===== src/rtl/inst_prefetch.sv =====
`default_nettype none
// inst_prefetch: issues sequential word reads to a synchronous ROM and buffers the
// returned {pc, inst} pairs in a small FIFO for decode; a redirect flushes and restarts.
module inst_prefetch #(
  parameter int          DEPTH    = 4,
  parameter logic [31:0] RESET_PC = 32'h0000_0000
) (
  input  logic        clk,
  input  logic        rst,
  output logic        rom_ce_o,
  output logic [31:0] rom_addr_o,
  input  logic [31:0] rom_data_i,
  input  logic        redirect_i,
  input  logic [31:0] redirect_pc_i,
  output logic        inst_valid_o,
  output logic [31:0] inst_o,
  output logic [31:0] inst_pc_o,
  input  logic        inst_ready_i
);

  localparam int            PW      = $clog2(DEPTH);
  localparam int            CW      = PW + 1;
  localparam logic [CW-1:0] C_DEPTH = CW'(DEPTH);

  logic [31:0]   r_fetch_pc;
  logic [31:0]   r_inflight_pc;
  logic          r_inflight;
  logic          r_kill;
  logic [31:0]   r_mem_pc   [DEPTH];
  logic [31:0]   r_mem_inst [DEPTH];
  logic [PW-1:0] r_rd_ptr;
  logic [PW-1:0] r_wr_ptr;
  logic [CW-1:0] r_count;

  logic [CW-1:0] w_credit;
  logic          w_issue;
  logic          w_push;
  logic          w_pop;
  logic          w_unused_pc_lsb;

  // An outstanding read reserves a slot, so a returning response always fits.
  assign w_credit = r_count + CW'(r_inflight);
  assign w_issue  = rst && !redirect_i && (w_credit < C_DEPTH);
  assign w_push   = r_inflight && !r_kill && !redirect_i;
  assign w_pop    = inst_valid_o && inst_ready_i && !redirect_i;

  assign w_unused_pc_lsb = &{1'b0, redirect_pc_i[1:0]};

  assign rom_ce_o     = w_issue;
  assign rom_addr_o   = r_fetch_pc;
  assign inst_valid_o = (r_count != '0);
  assign inst_o       = r_mem_inst[r_rd_ptr];
  assign inst_pc_o    = r_mem_pc[r_rd_ptr];

  always_ff @(posedge clk or negedge rst) begin
    if (!rst) begin
      r_fetch_pc    <= RESET_PC;
      r_inflight_pc <= '0;
      r_inflight    <= 1'b0;
      r_kill        <= 1'b0;
    end else if (redirect_i) begin
      r_fetch_pc <= {redirect_pc_i[31:2], 2'b00};
      r_inflight <= 1'b0;
      r_kill     <= r_inflight;
    end else begin
      r_inflight <= w_issue;
      r_kill     <= 1'b0;
      if (w_issue) begin
        r_fetch_pc    <= r_fetch_pc + 32'd4;
        r_inflight_pc <= r_fetch_pc;
      end
    end
  end

  always_ff @(posedge clk or negedge rst) begin
    if (!rst) begin
      r_rd_ptr <= '0;
      r_wr_ptr <= '0;
      r_count  <= '0;
    end else if (redirect_i) begin
      r_rd_ptr <= '0;
      r_wr_ptr <= '0;
      r_count  <= '0;
    end else begin
      if (w_push) begin
        r_wr_ptr <= r_wr_ptr + PW'(1);
      end
      if (w_pop) begin
        r_rd_ptr <= r_rd_ptr + PW'(1);
      end
      if (w_push && !w_pop) begin
        r_count <= r_count + CW'(1);
      end else if (!w_push && w_pop) begin
        r_count <= r_count - CW'(1);
      end
    end
  end

  always_ff @(posedge clk or negedge rst) begin
    if (!rst) begin
      for (int i = 0; i < DEPTH; i++) begin
        r_mem_pc[i]   <= '0;
        r_mem_inst[i] <= '0;
      end
    end else if (w_push) begin
      r_mem_pc[r_wr_ptr]   <= r_inflight_pc;
      r_mem_inst[r_wr_ptr] <= rom_data_i;
    end
  end

endmodule
`default_nettype wire

===== config.mk =====
export PLATFORM = sky130hd
export DESIGN_NAME = inst_prefetch
export DESIGN_NICKNAME = d
export VERILOG_FILES = /design/src/rtl/inst_prefetch.sv
export SDC_FILE = /design/constraint.sdc
export NUM_CORES = 1
export LEC_CHECK = 0
export CORE_ASPECT_RATIO = 1.75
export CORE_MARGIN = 10
export CORE_UTILIZATION = 25
export DETAILED_ROUTE_END_ITERATION = 8
export PLACE_DENSITY = 0.53
export SLEW_MARGIN = 10
export SYNTH_ARGS = -nofsm -noshare
export SYNTH_HDL_FRONTEND = slang
export SYNTH_SLANG_ARGS = --single-unit

===== constraint.sdc =====
create_clock -name clk -period 5.9 [get_ports clk]
set_clock_uncertainty 0.2 [all_clocks]
set_input_delay 1.18 -clock clk [delete_from_list [all_inputs] [get_ports clk]]
set_output_delay 1.18 -clock clk [all_outputs]
set_load 0.01 [all_outputs]

==> results.json, run 1 <==
{
  "max_cap_viol_count": 0,
  "yosysWarnings": 0,
  "arrival_ns": 3.05,
  "clockBufferDepth": 3,
  "drc": 0,
  "synth_top_area_share_pct": 56.6,
  "crit_path_start_kind": "register",
  "core_area_sq_um": 55300,
  "cts_resized": 0,
  "synth.largest_area_cell": "dfrtp_1",
  "postCtsSetupBuffers": 0,
  "die_y_um": 333,
  "avgSynthCellArea_sq_um": 14.3,
  "status": "completed",
  "wirelength_mm": 37.6,
  "htreeDepth": 2,
  "hold_class": "reg2reg",
  "critPathMaxFanout": 35,
  "final_nets": 1206,
  "synth_area_sq_um": 14000,
  "start_util_pct": 25.3,
  "grt_max_degree": 77,
  "drt_iter0_drc": 323,
  "maxSlewViolCount": 0,
  "crit_path_end_kind": "primary output",
  "synth_ff_type": "dfrtp_1",
  "cp_data_required_time_ns": 4.52,
  "gp_congestion": 0.730,
  "vias_per_cell": 4.58,
  "io-pin-count": 166,
  "area_growth_pct": 24.7,
  "clockRootBuffer": "clkbuf_16",
  "wl_per_cell_um": 20.3,
  "rsz0062_at_grt": "false",
  "ys_seq_area_share_pct": 56.6,
  "final_common_cell": "dfrtp_1",
  "hpwlAfterDp_mm": 24.3,
  "clkSinkCount": 317,
  "route.antenna.remaining_nets": 0,
  "slew_headroom_pct": 23.4,
  "dieWidth_um": 199,
  "diodes": 0,
  "max_freq_ghz": 0.226,
  "power_leakage_nw": 7.60,
  "layout-drive-gt1-share_pct": 34.2,
  "hold_viol_final": 0,
  "power_density_nw_per_um2": 453,
  "multi_input_area_sq_um": 5750,
  "setup_viol": 0,
  "ys_types": 42,
  "final_cell_mix": "dfrtp_1 (315), mux2_2 (249), clkdlybuf4s50_1 (157), nand2_1 (123), mux4_2 (62)",
  "antenna_found_initial": 2,
  "fin_hold_ws_ns": 0.299,
  "worst-setup-path-type": "reg2out",
  "nFillCells": 5480,
  "synth.area.top_cells": "dfrtp_1 (57%), mux2_2 (20%), mux4_2 (10%)",
  "final.setup.tns_ns": 0,
  "clk_pin_slew_ns": 0.06,
  "syn_inst": 982,
  "synth_edf_count": 0,
  "async_reset_ff_share_pct": 100,
  "clkLatencyLatePin_ns": 0.53,
  "cts_hold_buf": 0,
  "grt_usage_pct": 11.4,
  "vias": 8488,
  "regArea_sq_um": 7940,
  "ys_seq_elements": 317,
  "tightest_slew_ns": 1.15,
  "fin_crit_ns": 4.43,
  "row_count": 114,
  "grt_pass1_vias": 9625,
  "cts_made_buffers": 34,
  "cts_tree": "done",
  "finalCritPeriodShare_pct": 75.1,
  "ir_drop_uv": 195,
  "dieArea_sq_um": 66300,
  "grt-ovfl-total": 0,
  "portBuffers": 159,
  "grt_pass1_wl_mm": 58.5,
  "firstDrtPassIters": 4
}
-- cells in the mapped netlist (2+ instances only) --
library cell / number
xnor2_1: 6
nor3_1: 6
or3_1: 5
mux2_2: 249
xor2_1: 22
buf_4: 4
ha_1: 5
nor2_1: 14
clkbuf_1: 20
and2_1: 7
mux4_2: 62
inv_1: 10
nand4_1: 18
mux2i_1: 2
and3_1: 5
dfrtp_1: 317
nand2_1: 123
buf_2: 40
o21ai_0: 30
a31oi_1: 4
nand3_1: 12
-- flip-flops by register name (all words and copies together), names as in the netlist --
signal and flops:
r_mem_inst 128, r_mem_pc 120, r_inflight_pc 30, rom_addr_o 30
r_count 3, r_rd_ptr 2, r_wr_ptr 2, r_inflight 1
r_kill 1
-- stage by stage --
stage	power [mW]	setup slack (ns)	cell area [sq um]	utilization [%]	std cells
after global routing	8.38	1.27	17500	31.6	1852
after CTS	8.11	1.33	17500	31.6	1852
final	7.92	1.47	17500	31.6	1852
after floorplan	4.54	2.56	14000	-	985
after detailed placement	5.81	1.62	16300	29.5	1792
after global placement	5.74	1.63	16300	29.5	1792
-- per-layer routing --
metal  track usage (%)  up-vias  share of wire [%]
li1                  -     3805                  -
met5                 0        -              0.035
met2              20.5      186                 52
met1              12.6     4439                 40
met3              2.62       56                5.5
met4              4.14        2                2.9
-- final timing paths --
path	cells after the start	startpoint	endpoint	slack [ns]
min in group asynchronous	1	rst	r_mem_pc[27]	0.39
min reg2reg	1	r_mem_pc[50]	r_mem_pc[50]	0.30
max	3	r_rd_ptr[0]	inst_pc_o[28]	1.47
min	1	r_mem_pc[50]	r_mem_pc[50]	0.30
max in group asynchronous	3	rst	r_mem_pc[34]	2.98
max reg2reg	5	r_kill	r_mem_pc[34]	2.97
-- area by class of cell --
cell class | count | share of cell area [%]
Multi-Input combinational cell | 594 | 32.9
Sequential cell | 317 | 45.5
Clock buffer | 49 | 5.55
Clock inverter | 11 | 1.05
Inverter | 10 | 0.215
Timing Repair Buffer | 175 | 9.80
Tap cell | 696 | 4.99
-- logic make-up after synthesis --
group           share of synthesized area [%]
fa+ha+maj                               0.590
other cells                            0.0268
buf+inv                                  2.45
xor+xnor                                 1.87
flops                                    56.6
compound gates                           1.73
mux                                      30.1
simple gates                             6.56
-- critical path: stages (launching register included) --
cell and delay, ns:
dfrtp_4 0.99, buf_4 0.43, mux4_2 0.54, clkdlybuf4s50_1 0.55
-- report_power, final --
part / internal, mW / total [mW] / switching (mW)
clock network: 1.33 / 2.23 / 0.908
registers: 2.76 / 3.25 / 0.490
logic: 1.51 / 2.44 / 0.932
total: 5.59 / 7.92 / 2.33
(Power assumes the default switching activity.)
==> run 2, diff against run 1 <==
==> constraint.sdc (replaced) <==
create_clock -name clk -period 4.2 [get_ports clk]
set_clock_uncertainty 0.2 [all_clocks]
set_input_delay 0.84 -clock clk [delete_from_list [all_inputs] [get_ports clk]]
set_output_delay 0.84 -clock clk [all_outputs]
set_load 0.01 [all_outputs]
==> run 2 against run 1 <==
  * Hold slack better by 0.0013 ns
  * Cell area grew 0.42%
  * Combinational power is 47% higher
  * Routed wire length is 0.90% lower
  * Die area is the same
  * Largest cell class unchanged
  * Largest power group unchanged
  * Highest routed layer unchanged
==> results.json, run 2 (synthesis gave the netlist of run 1 again) <==
{
  "final_nets": 1211,
  "tightest_slew_ns": 0.984,
  "critPathBufInv": 6,
  "hpwlAfterDp_mm": 25.2,
  "final_cell_mix": "dfrtp_1 (315), mux2_2 (249), clkdlybuf4s50_1 (157), nand2_1 (123), mux4_2 (62)",
  "grt_max_degree": 163,
  "clkSinkCount": 317,
  "hold_viol_final": 0,
  "clockRootBuffer": "clkbuf_16",
  "fin_crit_ns": 4.03,
  "portBuffers": 159,
  "firstDrtPassIters": 4,
  "gp_congestion": 0.733,
  "nFillCells": 5563,
  "vias": 8477,
  "critPathMaxFanout": 42,
  "clockBufferDepth": 3,
  "critPathSlowestCell": "dlygate4sd3_1",
  "diodes": 0,
  "dp_cells": 1799,
  "grt_pass1_vias": 9530,
  "grt_usage_pct": 11.3,
  "crit_path_end_kind": "primary output",
  "setup_viol": 0,
  "cp_top_family": "buffers and inverters",
  "route.antenna.remaining_nets": 0,
  "grt_pass1_wl_mm": 58.7,
  "fin_util_pct": 31.7,
  "status": "completed",
  "min_from": "r_mem_inst[105]",
  "hold_class": "reg2reg",
  "antenna_found_initial": 1,
  "final_common_cell": "dfrtp_1",
  "maxSlewViolCount": 0,
  "largest_reg_flops": 128,
  "final_cells": 1855,
  "drt_iter0_drc": 291,
  "power_leakage_nw": 7.63,
  "io-pin-count": 166,
  "core_area_sq_um": 55300,
  "layout-drive-gt1-share_pct": 34.5,
  "die_y_um": 333,
  "crit_path_start_kind": "input pin",
  "area_growth_pct": 25.2,
  "top_register": "r_mem_inst",
  "worst-setup-path-type": "in2out",
  "cts_made_buffers": 31,
  "max_freq_ghz": 0.248,
  "reg_top3": "r_mem_inst (128), r_mem_pc (120)",
  "power_density_nw_per_um2": 625,
  "rr_startpoint": "r_kill",
  "row_count": 114,
  "max_stage_delay_ns": 0.57,
  "crit_chain": "dlygate4sd3_1, buf_8, inv_1, a21oi_2, buf_4, nand2_1, inv_1, clkdlybuf4s50_1",
  "drc": 0,
  "arrival_ns": 2.99,
  "htreeDepth": 1,
  "cp_common_cell": "inv_1",
  "ir_drop_uv": 302,
  "clk_pin_slew_ns": 0.06,
  "cp_data_required_time_ns": 3.16,
  "dieWidth_um": 199,
  "clkLatencyLatePin_ns": 0.59,
  "cts_tree": "done",
  "start_util_pct": 25.3,
  "wl_per_cell_um": 20.1,
  "rsz0062_at_grt": "false",
  "slew_headroom_pct": 34.4,
  "wirelength_mm": 37.2,
  "finalCritPeriodShare_pct": 95.9,
  "grt-ovfl-total": 0,
  "final.setup.tns_ns": 0,
  "vias_per_cell": 4.57,
  "dieArea_sq_um": 66300,
  "crit_path_start": "rst",
  "max_cap_viol_count": 0
}
run 2: worst paths after layout:
check,to,slack [ns],depth (start not counted)
max reg2reg,r_mem_pc[59],1.62,5
min in group asynchronous,r_mem_pc[126],0.55,2
min reg2reg,r_mem_inst[105],0.30,1
max,rom_ce_o,0.17,8
min,r_mem_inst[105],0.30,1
max in group asynchronous,r_mem_inst[123],1.38,4
run 2: where the power goes:
part / switching (mW) / internal [mW]
clock: 1.21 / 1.72
sequential: 0.565 / 3.88
combinational: 1.44 / 2.15
run 2: stage by stage:
step           power (mW)  worst slack (ns)  hold WS [ns]  area (sq um)
2_1_floorplan        6.38              1.54         0.275         14000
3_3_place_gp         8.12             0.765         0.284         16500
3_5_place_dp         8.22             0.764         0.290         16500
4_1_cts              11.2             0.134         0.305         17500
5_1_grt              11.6            0.0184         0.310         17500
6_report             11.0             0.174         0.300         17500
run 2: routing by layer:
metal / GRT usage [%] / up-vias / part of all wire [%]
li1: - / 3823 / -
met1: 13.4 / 4415 / 41
met2: 20.3 / 186 / 51
met3: 2.12 / 51 / 5.2
met4: 3.45 / 2 / 2.5
met5: 0 / - / 0.048
run 2: final cells by class:
type / count / area (sq um) / area share [%]
multi-input cells: 594 / 5750 / 32.8
flip-flops and latches: 317 / 7940 / 45.3
clock buffers: 45 / 898 / 5.12
clock inverters: 10 / 164 / 0.935
repair buffers: 183 / 1870 / 10.7
inverters: 10 / 37.5 / 0.214
well taps: 696 / 871 / 4.97
run 2: worst reg2reg max path, delay by kind of cell, from the launching register on:
| family | cells | cell delay, ns |
|---|---|---|
| flops | 1 | 0.35 |
| mux | 1 | 0.38 |
| buf+inv | 1 | 0.38 |
| simple gates | 3 | 1.13 |
run 2: timing repair:
item | in CTS | in global routing
resized for setup | 0 | 0
hold buffers | 1 | 0
endpoints found under the hold margin | 39 | 0
setup buffers | 0 | 0
==> run 3, diff against run 2 <==
--- a/config.mk
+++ b/config.mk
@@ -5,11 +5,13 @@
 export SDC_FILE = /design/constraint.sdc
 export NUM_CORES = 1
 export LEC_CHECK = 0
+export CAP_MARGIN = 20
 export CORE_ASPECT_RATIO = 1.75
 export CORE_MARGIN = 10
 export CORE_UTILIZATION = 25
 export DETAILED_ROUTE_END_ITERATION = 8
 export PLACE_DENSITY = 0.53
+export SETUP_SLACK_MARGIN = 0.02
 export SLEW_MARGIN = 10
 export SYNTH_ARGS = -nofsm -noshare
 export SYNTH_HDL_FRONTEND = slang
==> run 3 against run 2 <==
  * Clock power about the same
  * Critical endpoint unchanged
  * Power about the same
  * Global-route usage unchanged
  * Largest cell class unchanged
  * Core utilization about the same
  * Clock-buffer cell count unchanged
  * Cell area about the same
  * Routed wire length about the same
  * Largest power group unchanged
  * Register-to-register slack about the same
==> results.json, run 3 (synthesis gave the netlist of run 1 again) <==
{
  "status": "completed",
  "final_common_cell": "dfrtp_1",
  "area_growth_pct": 25.2,
  "wl_per_cell_um": 20.1,
  "route.antenna.remaining_nets": 0,
  "tightest_slew_ns": 0.985,
  "max_freq_ghz": 0.252,
  "grt-ovfl-total": 0,
  "dp_cells": 1799,
  "vias": 8469,
  "setup_viol": 0,
  "portBuffers": 159,
  "layout_setup_ws_ns": 0.237,
  "cp_top_family": "buffers and inverters",
  "fin_crit_ns": 3.96,
  "finalCritPeriodShare_pct": 94.4,
  "final_cell_mix": "dfrtp_1 (315), mux2_2 (249), clkdlybuf4s50_1 (157), nand2_1 (123), mux4_2 (62)",
  "row_count": 114,
  "hold_viol_final": 0,
  "critPathMaxFanout": 42,
  "drt_iter0_drc": 291,
  "die_y_um": 333,
  "cts_tree": "done",
  "largest_reg_flops": 128,
  "clockBufferDepth": 3,
  "drc": 0,
  "firstDrtPassIters": 4,
  "wirelength_mm": 37.2,
  "fin_util_pct": 31.7,
  "critPathBufInv": 6,
  "max_stage_delay_ns": 0.58,
  "dpl_cell_area_sq_um": 16500,
  "antenna_found_initial": 1,
  "gp_congestion": 0.733,
  "grt_pass1_vias": 9530,
  "start_util_pct": 25.3,
  "top_register": "r_mem_inst",
  "hold_class": "reg2reg",
  "crit_path_end_kind": "primary output",
  "final_nets": 1211,
  "critPathSlowestCell": "dlygate4sd3_1",
  "grt_pass1_wl_mm": 58.7,
  "clkLatencyLatePin_ns": 0.59,
  "crit_path_start": "rst",
  "rsz0062_at_grt": "false",
  "power_leakage_nw": 7.63,
  "cts_made_buffers": 31,
  "grt_max_degree": 163,
  "reg_top3": "r_mem_inst (128), r_mem_pc (120)",
  "dieArea_sq_um": 66300,
  "rr_startpoint": "r_kill",
  "crit_path_start_kind": "input pin",
  "hpwlAfterDp_mm": 25.2,
  "htreeDepth": 1,
  "maxSlewViolCount": 0,
  "cp_data_required_time_ns": 3.16,
  "grt_usage_pct": 11.3,
  "place_ws_ns": 0.764,
  "design_area_sq_um": 17500,
  "arrival_ns": 2.92,
  "ir_drop_uv": 302,
  "power_density_nw_per_um2": 625,
  "final_cells": 1855,
  "vias_per_cell": 4.57,
  "clockRootBuffer": "clkbuf_16",
  "min_from": "r_mem_inst[105]",
  "clkSinkCount": 317,
  "io-pin-count": 166,
  "layout-drive-gt1-share_pct": 34.5,
  "worst-setup-path-type": "in2out",
  "final.setup.tns_ns": 0,
  "cp_common_cell": "inv_1",
  "core_area_sq_um": 55300,
  "max_cap_viol_count": 0,
  "slew_headroom_pct": 34.3,
  "crit_chain": "dlygate4sd3_1, buf_12, inv_1, a21oi_2, buf_4, nand2_1, inv_1, clkdlybuf4s50_1",
  "diodes": 0,
  "clk_pin_slew_ns": 0.06,
  "dieWidth_um": 199
}
run 3: cell counts in the layout (fill, tap and decap cells not counted):
Identical to the previous run, type by type.
run 3: area by class of cell:
class / count / area [sq um]
Sequential cell: 317 / 7940
Fill cell: 5562 / 37800
Inverter: 10 / 37.5
Timing Repair Buffer: 183 / 1880
Tap cell: 696 / 871
Multi-Input combinational cell: 594 / 5750
Clock buffer: 45 / 898
Clock inverter: 10 / 164
run 3: per-stage QoR:
stage,total power [mW],hold WS [ns]
after global routing,11.6,0.310
after floorplan,6.38,0.275
after detailed placement,8.22,0.290
final,11.0,0.300
after CTS,11.2,0.305
after global placement,8.12,0.284
run 3: power by group:
part	switching [mW]	internal (mW)	leakage (nW)	total, mW
Clock	1.21	1.72	0.519	2.93
Combinational	1.44	2.15	2.97	3.59
Sequential	0.565	3.88	4.15	4.44
Total	3.21	7.75	7.63	11.0
run 3: path summary, 6_finish.rpt:
check / depth (start not counted) / end / slack, ns
worst max-delay path: 8 / rom_ce_o / 0.24
worst min-delay path: 1 / r_mem_inst[105] / 0.30
worst max register to register: 5 / r_mem_pc[59] / 1.62
worst min register to register: 1 / r_mem_inst[105] / 0.30
max in group asynchronous: 4 / r_mem_inst[123] / 1.44
min in group asynchronous: 2 / r_mem_pc[126] / 0.53
run 3: timing repair:
| action | CTS | global route |
|---|---|---|
| hold buffers | 1 | 0 |
| resized for setup | 0 | 1 |
| hold endpoints to repair | 39 | 0 |
| buffers inserted | 0 | 0 |
| endpoints found under the setup margin | 0 | 1 |
run 3: metal layers:
metal | global-route usage [%] | routed length [um] | up-vias | share of wire, %
li1 | - | - | 3822 | -
met1 | 13.4 | 15200 | 4412 | 41
met2 | 20.3 | 19100 | 184 | 51
met3 | 2.12 | 1940 | 49 | 5.2
met4 | 3.45 | 894 | 2 | 2.4
met5 | 0 | 18 | - | 0.048
